### config.mk
export PLATFORM = sky130hd
export DESIGN_NAME = opl3_slot_scheduler
export DESIGN_NICKNAME = d
export VERILOG_FILES = /design/src/rtl/opl3_pkg.sv /design/src/rtl/opl3_slot_counter.sv /design/src/rtl/opl3_slot_scheduler.sv
export SDC_FILE = /design/constraint.sdc
export NUM_CORES = 1
export LEC_CHECK = 0
export BUFFER_PORTS_ARGS = -buffer_cell sky130_fd_sc_hd__buf_2
export CAP_MARGIN = 5
export CORE_MARGIN = 10
export CORE_UTILIZATION = 53
export DETAILED_ROUTE_END_ITERATION = 16
export HOLD_SLACK_MARGIN = 0.08
export PLACE_DENSITY_LB_ADDON = 0.2
export SYNTH_ARGS = -nofsm -noshare
export SYNTH_HDL_FRONTEND = slang
export SYNTH_SLANG_ARGS = --single-unit
### constraint.sdc
create_clock -name clk_i -period 3.72 [get_ports clk_i]
set_input_delay 0.372 -clock clk_i [delete_from_list [all_inputs] [get_ports clk_i]]
set_output_delay 0.372 -clock clk_i [all_outputs]
set_load 0.03 [all_outputs]
### src/rtl/opl3_pkg.sv
// Shared constants and types for the OPL3 operator slot sequencer.
package opl3_pkg;

  localparam int unsigned NUM_BANKS              = 2;
  localparam int unsigned NUM_OPERATORS_PER_BANK = 18;

  typedef logic       bank_num_t;
  typedef logic [4:0] op_num_t;

  typedef enum logic {StIdle, StRun} sched_state_t;

  localparam op_num_t   LastOp   = op_num_t'(NUM_OPERATORS_PER_BANK - 1);
  localparam bank_num_t LastBank = bank_num_t'(NUM_BANKS - 1);

endpackage

### src/rtl/opl3_slot_counter.sv
// Nested phase/operator/bank counter; flags the final phase of the final slot.
module opl3_slot_counter
  import opl3_pkg::*;
#(
  parameter int unsigned OpCycles = 4
) (
  input  logic                        clk_i,
  input  logic                        rst_ni,
  input  logic                        clr_i,
  input  logic                        en_i,
  output logic [$clog2(OpCycles)-1:0] phase_o,
  output logic [4:0]                  op_o,
  output logic                        bank_o,
  output logic                        last_o
);

  localparam int unsigned PhaseW = $clog2(OpCycles);
  localparam logic [PhaseW-1:0] LastPhase = PhaseW'(OpCycles - 1);

  logic [PhaseW-1:0] phase_d, phase_q;
  op_num_t           op_d, op_q;
  bank_num_t         bank_d, bank_q;

  always_comb begin
    phase_d = phase_q;
    op_d    = op_q;
    bank_d  = bank_q;
    if (clr_i) begin
      phase_d = '0;
      op_d    = '0;
      bank_d  = '0;
    end else if (en_i) begin
      if (phase_q == LastPhase) begin
        phase_d = '0;
        if (op_q == LastOp) begin
          op_d   = '0;
          bank_d = (bank_q == LastBank) ? 1'b0 : bank_q + 1'b1;
        end else begin
          op_d = op_q + 5'd1;
        end
      end else begin
        phase_d = phase_q + 1'b1;
      end
    end
  end

  always_ff @(posedge clk_i or negedge rst_ni) begin
    if (!rst_ni) begin
      phase_q <= '0;
      op_q    <= '0;
      bank_q  <= '0;
    end else begin
      phase_q <= phase_d;
      op_q    <= op_d;
      bank_q  <= bank_d;
    end
  end

  assign phase_o = phase_q;
  assign op_o    = op_q;
  assign bank_o  = bank_q;
  assign last_o  = (bank_q == LastBank) && (op_q == LastOp) && (phase_q == LastPhase);

endmodule

### src/rtl/opl3_slot_scheduler.sv
// Sample-rate divider, slot sequencing FSM and parameter-RAM write arbiter.
module opl3_slot_scheduler
  import opl3_pkg::*;
#(
  parameter int unsigned ClkDivCount = 256,
  parameter int unsigned OpCycles    = 4
) (
  input  logic                        clk_i,
  input  logic                        ic_ni,
  output logic                        sample_clk_en_o,
  output logic                        slot_valid_o,
  output logic                        bank_num_o,
  output logic [4:0]                  op_num_o,
  output logic [$clog2(OpCycles)-1:0] slot_phase_o,
  output logic                        ram_rd_en_o,
  output logic                        frame_done_o,
  input  logic                        host_wr_req_i,
  output logic                        host_wr_gnt_o
);

  localparam int unsigned DivW = $clog2(ClkDivCount);
  localparam logic [DivW-1:0] DivLast = DivW'(ClkDivCount - 1);

  logic [DivW-1:0] div_cnt_d, div_cnt_q;
  logic            sample_clk_en_d, sample_clk_en_q;
  sched_state_t    state_d, state_q;
  logic            cnt_en, cnt_clr, cnt_last;
  bank_num_t       bank;
  op_num_t         op;

  assign div_cnt_d       = (div_cnt_q == DivLast) ? '0 : div_cnt_q + 1'b1;
  // Registered so the strobe is high exactly while the count sits at its last value.
  assign sample_clk_en_d = (div_cnt_d == DivLast);

  always_comb begin
    state_d = state_q;
    cnt_en  = 1'b0;
    cnt_clr = 1'b0;
    unique case (state_q)
      StIdle: begin
        cnt_clr = 1'b1;
        if (sample_clk_en_q) state_d = StRun;
      end
      StRun: begin
        // A new sample mid-frame restarts the walk from slot 0.
        if (sample_clk_en_q) begin
          cnt_clr = 1'b1;
        end else begin
          cnt_en = 1'b1;
          if (cnt_last) state_d = StIdle;
        end
      end
      default: state_d = StIdle;
    endcase
  end

  always_ff @(posedge clk_i or negedge ic_ni) begin
    if (!ic_ni) begin
      div_cnt_q       <= '0;
      sample_clk_en_q <= 1'b0;
      state_q         <= StIdle;
    end else begin
      div_cnt_q       <= div_cnt_d;
      sample_clk_en_q <= sample_clk_en_d;
      state_q         <= state_d;
    end
  end

  opl3_slot_counter #(
    .OpCycles(OpCycles)
  ) u_slot_counter (
    .clk_i  (clk_i),
    .rst_ni (ic_ni),
    .clr_i  (cnt_clr),
    .en_i   (cnt_en),
    .phase_o(slot_phase_o),
    .op_o   (op),
    .bank_o (bank),
    .last_o (cnt_last)
  );

  assign sample_clk_en_o = sample_clk_en_q;
  assign slot_valid_o    = (state_q == StRun);
  assign bank_num_o      = bank;
  assign op_num_o        = op;
  assign ram_rd_en_o     = slot_valid_o && (slot_phase_o == '0);
  assign frame_done_o    = slot_valid_o && cnt_last;
  assign host_wr_gnt_o   = host_wr_req_i && !ram_rd_en_o;

  a_no_sample_in_run: assert property (
    @(posedge clk_i) disable iff (!ic_ni) !(sample_clk_en_q && state_q == StRun));

endmodule

==> impl_metrics.prom <==
# TYPE chip_impl_metric gauge
chip_impl_metric{name="finalWorstSetupSlack",unit="ns"} 1.70
chip_impl_metric{name="timing.hold.ws",unit="ns"} 0.478
chip_impl_metric{name="drt_first_pass_iters",unit=""} 4
chip_impl_metric{name="clk_latency",unit="ns"} 0.28
chip_impl_metric{name="buffers_inserted_by_post_cts_timing_repair",unit=""} 0
chip_impl_info{name="status",value="complete, no violations"} 1
chip_impl_metric{name="cellLeakagePower",unit="nW"} 0.518
chip_impl_metric{name="clock_tree.htree_level_count",unit=""} 1
chip_impl_info{name="worstSetupPathType",value="reg -> out"} 1
chip_impl_metric{name="vdd.ir_drop.worst",unit="V"} 0.000212
chip_impl_metric{name="fin_crit_sh",unit=""} 0.542
chip_impl_metric{name="post_drt_wl_per_cell",unit="um"} 12.4
chip_impl_info{name="worstHoldStart",value="sample_clk_en_o"} 1
chip_impl_metric{name="synth_area",unit="sq um"} 971
chip_impl_info{name="startpoint_type",value="flop"} 1
chip_impl_metric{name="grtUsageTotal",unit=""} 0.0919
chip_impl_metric{name="crit_path_max_fanout",unit=""} 5
chip_impl_metric{name="instances_no_fill",unit=""} 137
chip_impl_metric{name="final-setup-viol-count",unit=""} 0
chip_impl_metric{name="timing.reg2reg.setup_slack",unit="ns"} 2.04
chip_impl_metric{name="numPlacedInstances",unit=""} 132
chip_impl_metric{name="number_of_buffers_inserted_during_clock_tree_synthesis",unit=""} 3
chip_impl_metric{name="max-clock-path-buffers",unit=""} 2
chip_impl_metric{name="synth_nets",unit=""} 106
chip_impl_metric{name="chipWidth",unit="um"} 62.8
chip_impl_metric{name="detail_route.drc_violations",unit=""} 0
chip_impl_metric{name="detailroute.via_count",unit=""} 723
chip_impl_metric{name="power_density",unit="nW/um^2"} 292
chip_impl_metric{name="worst_ep_arrival_time",unit="ns"} 1.65
chip_impl_metric{name="fmax",unit="GHz"} 0.496
chip_impl_metric{name="worst_clock_skew",unit="ns"} 0.00576
chip_impl_metric{name="worst_setup_timing_slack_at_the_placement_stage",unit="ns"} 2.01
chip_impl_metric{name="ys_seq_elements",unit=""} 18
chip_impl_info{name="hp-class",value="reg -> reg"} 1
chip_impl_info{name="rsz0062_at_grt",value="false"} 1
chip_impl_info{name="cts_root_buf",value="clkbuf_4"} 1
chip_impl_info{name="tritoncts",value="done"} 1
chip_impl_metric{name="grt_pass1_vias",unit=""} 728
chip_impl_metric{name="floorplan.rows",unit=""} 15
chip_impl_metric{name="clk_pin_slew_worst_paths",unit="ns"} 0.10
chip_impl_metric{name="cp.buffers_inverters",unit=""} 2
chip_impl_info{name="worst_r2r_endpoint",value="sample_clk_en_o"} 1
chip_impl_metric{name="yosysWarnings",unit=""} 0
chip_impl_metric{name="first_iter_violations",unit=""} 35
chip_impl_info{name="crit_family",value="simple AND/OR/NAND/NOR gates"} 1
chip_impl_info{name="list_of_cells_traversed_by_the_critical_path",value="inv_1 -> ha_1 -> and4bb_2 -> nand3_1 -> nor2_1 -> buf_2"} 1
chip_impl_metric{name="worst-endpoint-required",unit="ns"} 3.35
chip_impl_metric{name="setup-tns-final",unit="ns"} 0
chip_impl_info{name="setup.worst_path.end_class",value="primary output"} 1
chip_impl_metric{name="proportion_of_layout_cells_with_a_drive_suffix_above_1",unit=""} 0.223
chip_impl_metric{name="gp_routability_congestion",unit=""} 0.785
chip_impl_metric{name="die_area",unit="sq um"} 3940
chip_impl_metric{name="clock_sinks",unit=""} 18
chip_impl_metric{name="report.final.hold_viol_count",unit=""} 0
chip_impl_metric{name="detailedPlacementHpwl",unit="um"} 1290
chip_impl_metric{name="largest_net_degree_at_the_start_of_global_routing",unit=""} 19
chip_impl_metric{name="drv.max_cap_violation_count",unit=""} 0
chip_impl_metric{name="postCtsHoldBufs",unit=""} 1
chip_impl_metric{name="min_delay_path_depth",unit=""} 1
chip_impl_metric{name="ctsResizeCount",unit=""} 0
chip_impl_metric{name="syn_avg_cell_area",unit="sq um"} 10.0
chip_impl_metric{name="first_pass_grt_wire_length",unit="um"} 3080
chip_impl_metric{name="netlist-cell-type-count",unit=""} 33
chip_impl_metric{name="totalPowerFinal",unit="mW"} 0.318
chip_impl_metric{name="routed_wl",unit="um"} 1700
chip_impl_metric{name="postRouteAntennaNets",unit=""} 0
chip_impl_metric{name="initial_utilization",unit=""} 0.562
chip_impl_metric{name="synth-seq-area-share",unit=""} 0.464
chip_impl_metric{name="antenna-diode-count",unit=""} 0
chip_impl_metric{name="tightestPinTransition",unit="ns"} 0.414
chip_impl_metric{name="pin_count",unit=""} 16
chip_impl_info{name="worst_path_max_delay_cell",value="dfrtp_1"} 1
chip_impl_metric{name="grt_antenna_before_repair",unit=""} 0
chip_impl_metric{name="via_per_inst",unit=""} 5.28
chip_impl_info{name="worstHoldEndpoint",value="slot_valid_o"} 1
chip_impl_metric{name="critical_path.max_stage_delay",unit="ns"} 0.43
chip_impl_metric{name="reg2reg_depth",unit=""} 5
chip_impl_metric{name="grt.overflow.total",unit=""} 0
chip_impl_info{name="postSynth.topFlopCell",value="dfrtp_1"} 1
chip_impl_metric{name="final_nets",unit=""} 122
chip_impl_metric{name="share_of_flip_flops_with_an_asynchronous_set_or_reset",unit=""} 1.00
chip_impl_metric{name="core_region_area",unit="sq um"} 1730
chip_impl_metric{name="relSlewSlack",unit=""} 0.724
chip_impl_metric{name="area_growth_syn_to_layout",unit="%"} 12.1
chip_impl_metric{name="post_synth_inst_count",unit=""} 97
chip_impl_info{name="worstReg2RegStart",value="div_cnt_q[0]"} 1
chip_impl_metric{name="slew_viol_final",unit=""} 0
chip_impl_metric{name="port_bufs",unit=""} 15
chip_impl_metric{name="synth-edff-count",unit=""} 0
chip_impl_metric{name="fp.dieH",unit="um"} 62.8
chip_impl_metric{name="final.min_clock_period",unit="ns"} 2.02
synthesized netlist by cell type (2+ instances only):
cell type | instances | area (sq um)
dfrtp_1 | 18 | 450
inv_1 | 9 | 33.8
a21oi_1 | 8 | 40.0
nor2_1 | 7 | 26.3
ha_1 | 6 | 75.1
nand3_1 | 6 | 30.0
nand2_1 | 4 | 15.0
nor3_1 | 4 | 20.0
a31oi_1 | 3 | 18.8
and3_1 | 3 | 18.8
xnor2_1 | 3 | 26.3
xor2_1 | 3 | 26.3
clkbuf_1 | 2 | 7.51
nand2b_1 | 2 | 12.5
logic make-up after synthesis:
kind of cell | synth area share
XOR/XNOR | 0.0709
AO/OA/AOI/OAI | 0.140
AND/OR/NAND/NOR | 0.177
adder cells (fa/ha/maj) | 0.0773
flip-flops | 0.464
buffers and inverters | 0.0709
worst max-delay path by stage:
stage	start	endpoint	slack, ns	depth (start not counted)
2_1_floorplan	u_slot_counter.op_o[0]	frame_done_o	1.77	4
3_3_place_gp	u_slot_counter.op_o[1]	frame_done_o	2.05	6
3_5_place_dp	u_slot_counter.op_o[1]	frame_done_o	2.01	6
4_1_cts	u_slot_counter.op_o[1]	frame_done_o	1.69	6
5_1_grt	u_slot_counter.op_o[1]	frame_done_o	1.57	6
6_report	u_slot_counter.op_o[1]	frame_done_o	1.70	6
metal layers:
metal  part of all wire  vias to the layer above  track usage  wire [um]
li1                   -                      363            -          -
met1               0.44                      341       0.0946        750
met2               0.49                       15        0.165        831
met3              0.056                        4       0.0323         95
met4              0.011                        0       0.0363         19
met5                  0                        -            0          0
cell usage in the layout, fill, tap and decap left out:
cell type	netlist	layout
a2111oi_2	1	1
a21o_1	1	1
a21oi_1	8	8
a311oi_1	1	1
a31o_2	1	1
a31oi_1	3	3
a32oi_1	1	1
and2_1	1	1
and2_4	1	1
and3_1	3	3
and4bb_2	1	1
buf_2	1	15
clkbuf_4	0	3
clkbuf_8	0	1
dfrtp_1	18	18
dlygate4sd3_1	0	1
ha_1	6	6
inv_1	9	9
nand2_1	4	4
nand2b_1	2	2
nand3_1	6	6
nand4_1	1	1
nand4b_1	1	1
nor2_1	7	7
nor2b_1	1	1
nor3_1	4	4
o21a_1	1	1
o21ai_0	1	1
o21ai_2	1	1
o31ai_1	1	1
xnor2_1	3	3
xor2_1	3	3
xor2_2	1	1
flip-flops by register name (all words and copies together) (netlist names):
| register | cells |
|---|---|
| u_slot_counter.bank_o | 1 |
| sample_clk_en_o | 1 |
| div_cnt_q | 8 |
| u_slot_counter.op_o | 5 |
| u_slot_counter.phase_o | 2 |
| slot_valid_o | 1 |
final cells by class:
cell class | instances | area, sq um
clock buffer | 4 | 36.3
tap | 25 | 31.3
timing repair buffer | 16 | 85.1
sequential | 18 | 450
fill | 158 | 638
multi-input combinational | 65 | 452
inverter | 9 | 33.8
where the power goes:
part           switching (mW)  internal (mW)  total [mW]
Combinational         0.00520        0.00206     0.00725
Sequential                  0          0.196       0.196
Clock                  0.0554         0.0595       0.115
through the flow:
stage | utilization | cell area, sq um
global route | 0.630 | 1090
detailed placement | 0.604 | 1040
CTS | 0.630 | 1090
floorplan | - | 971
finish | 0.630 | 1090
global placement | 0.604 | 1040
(Power assumes the default switching activity.)
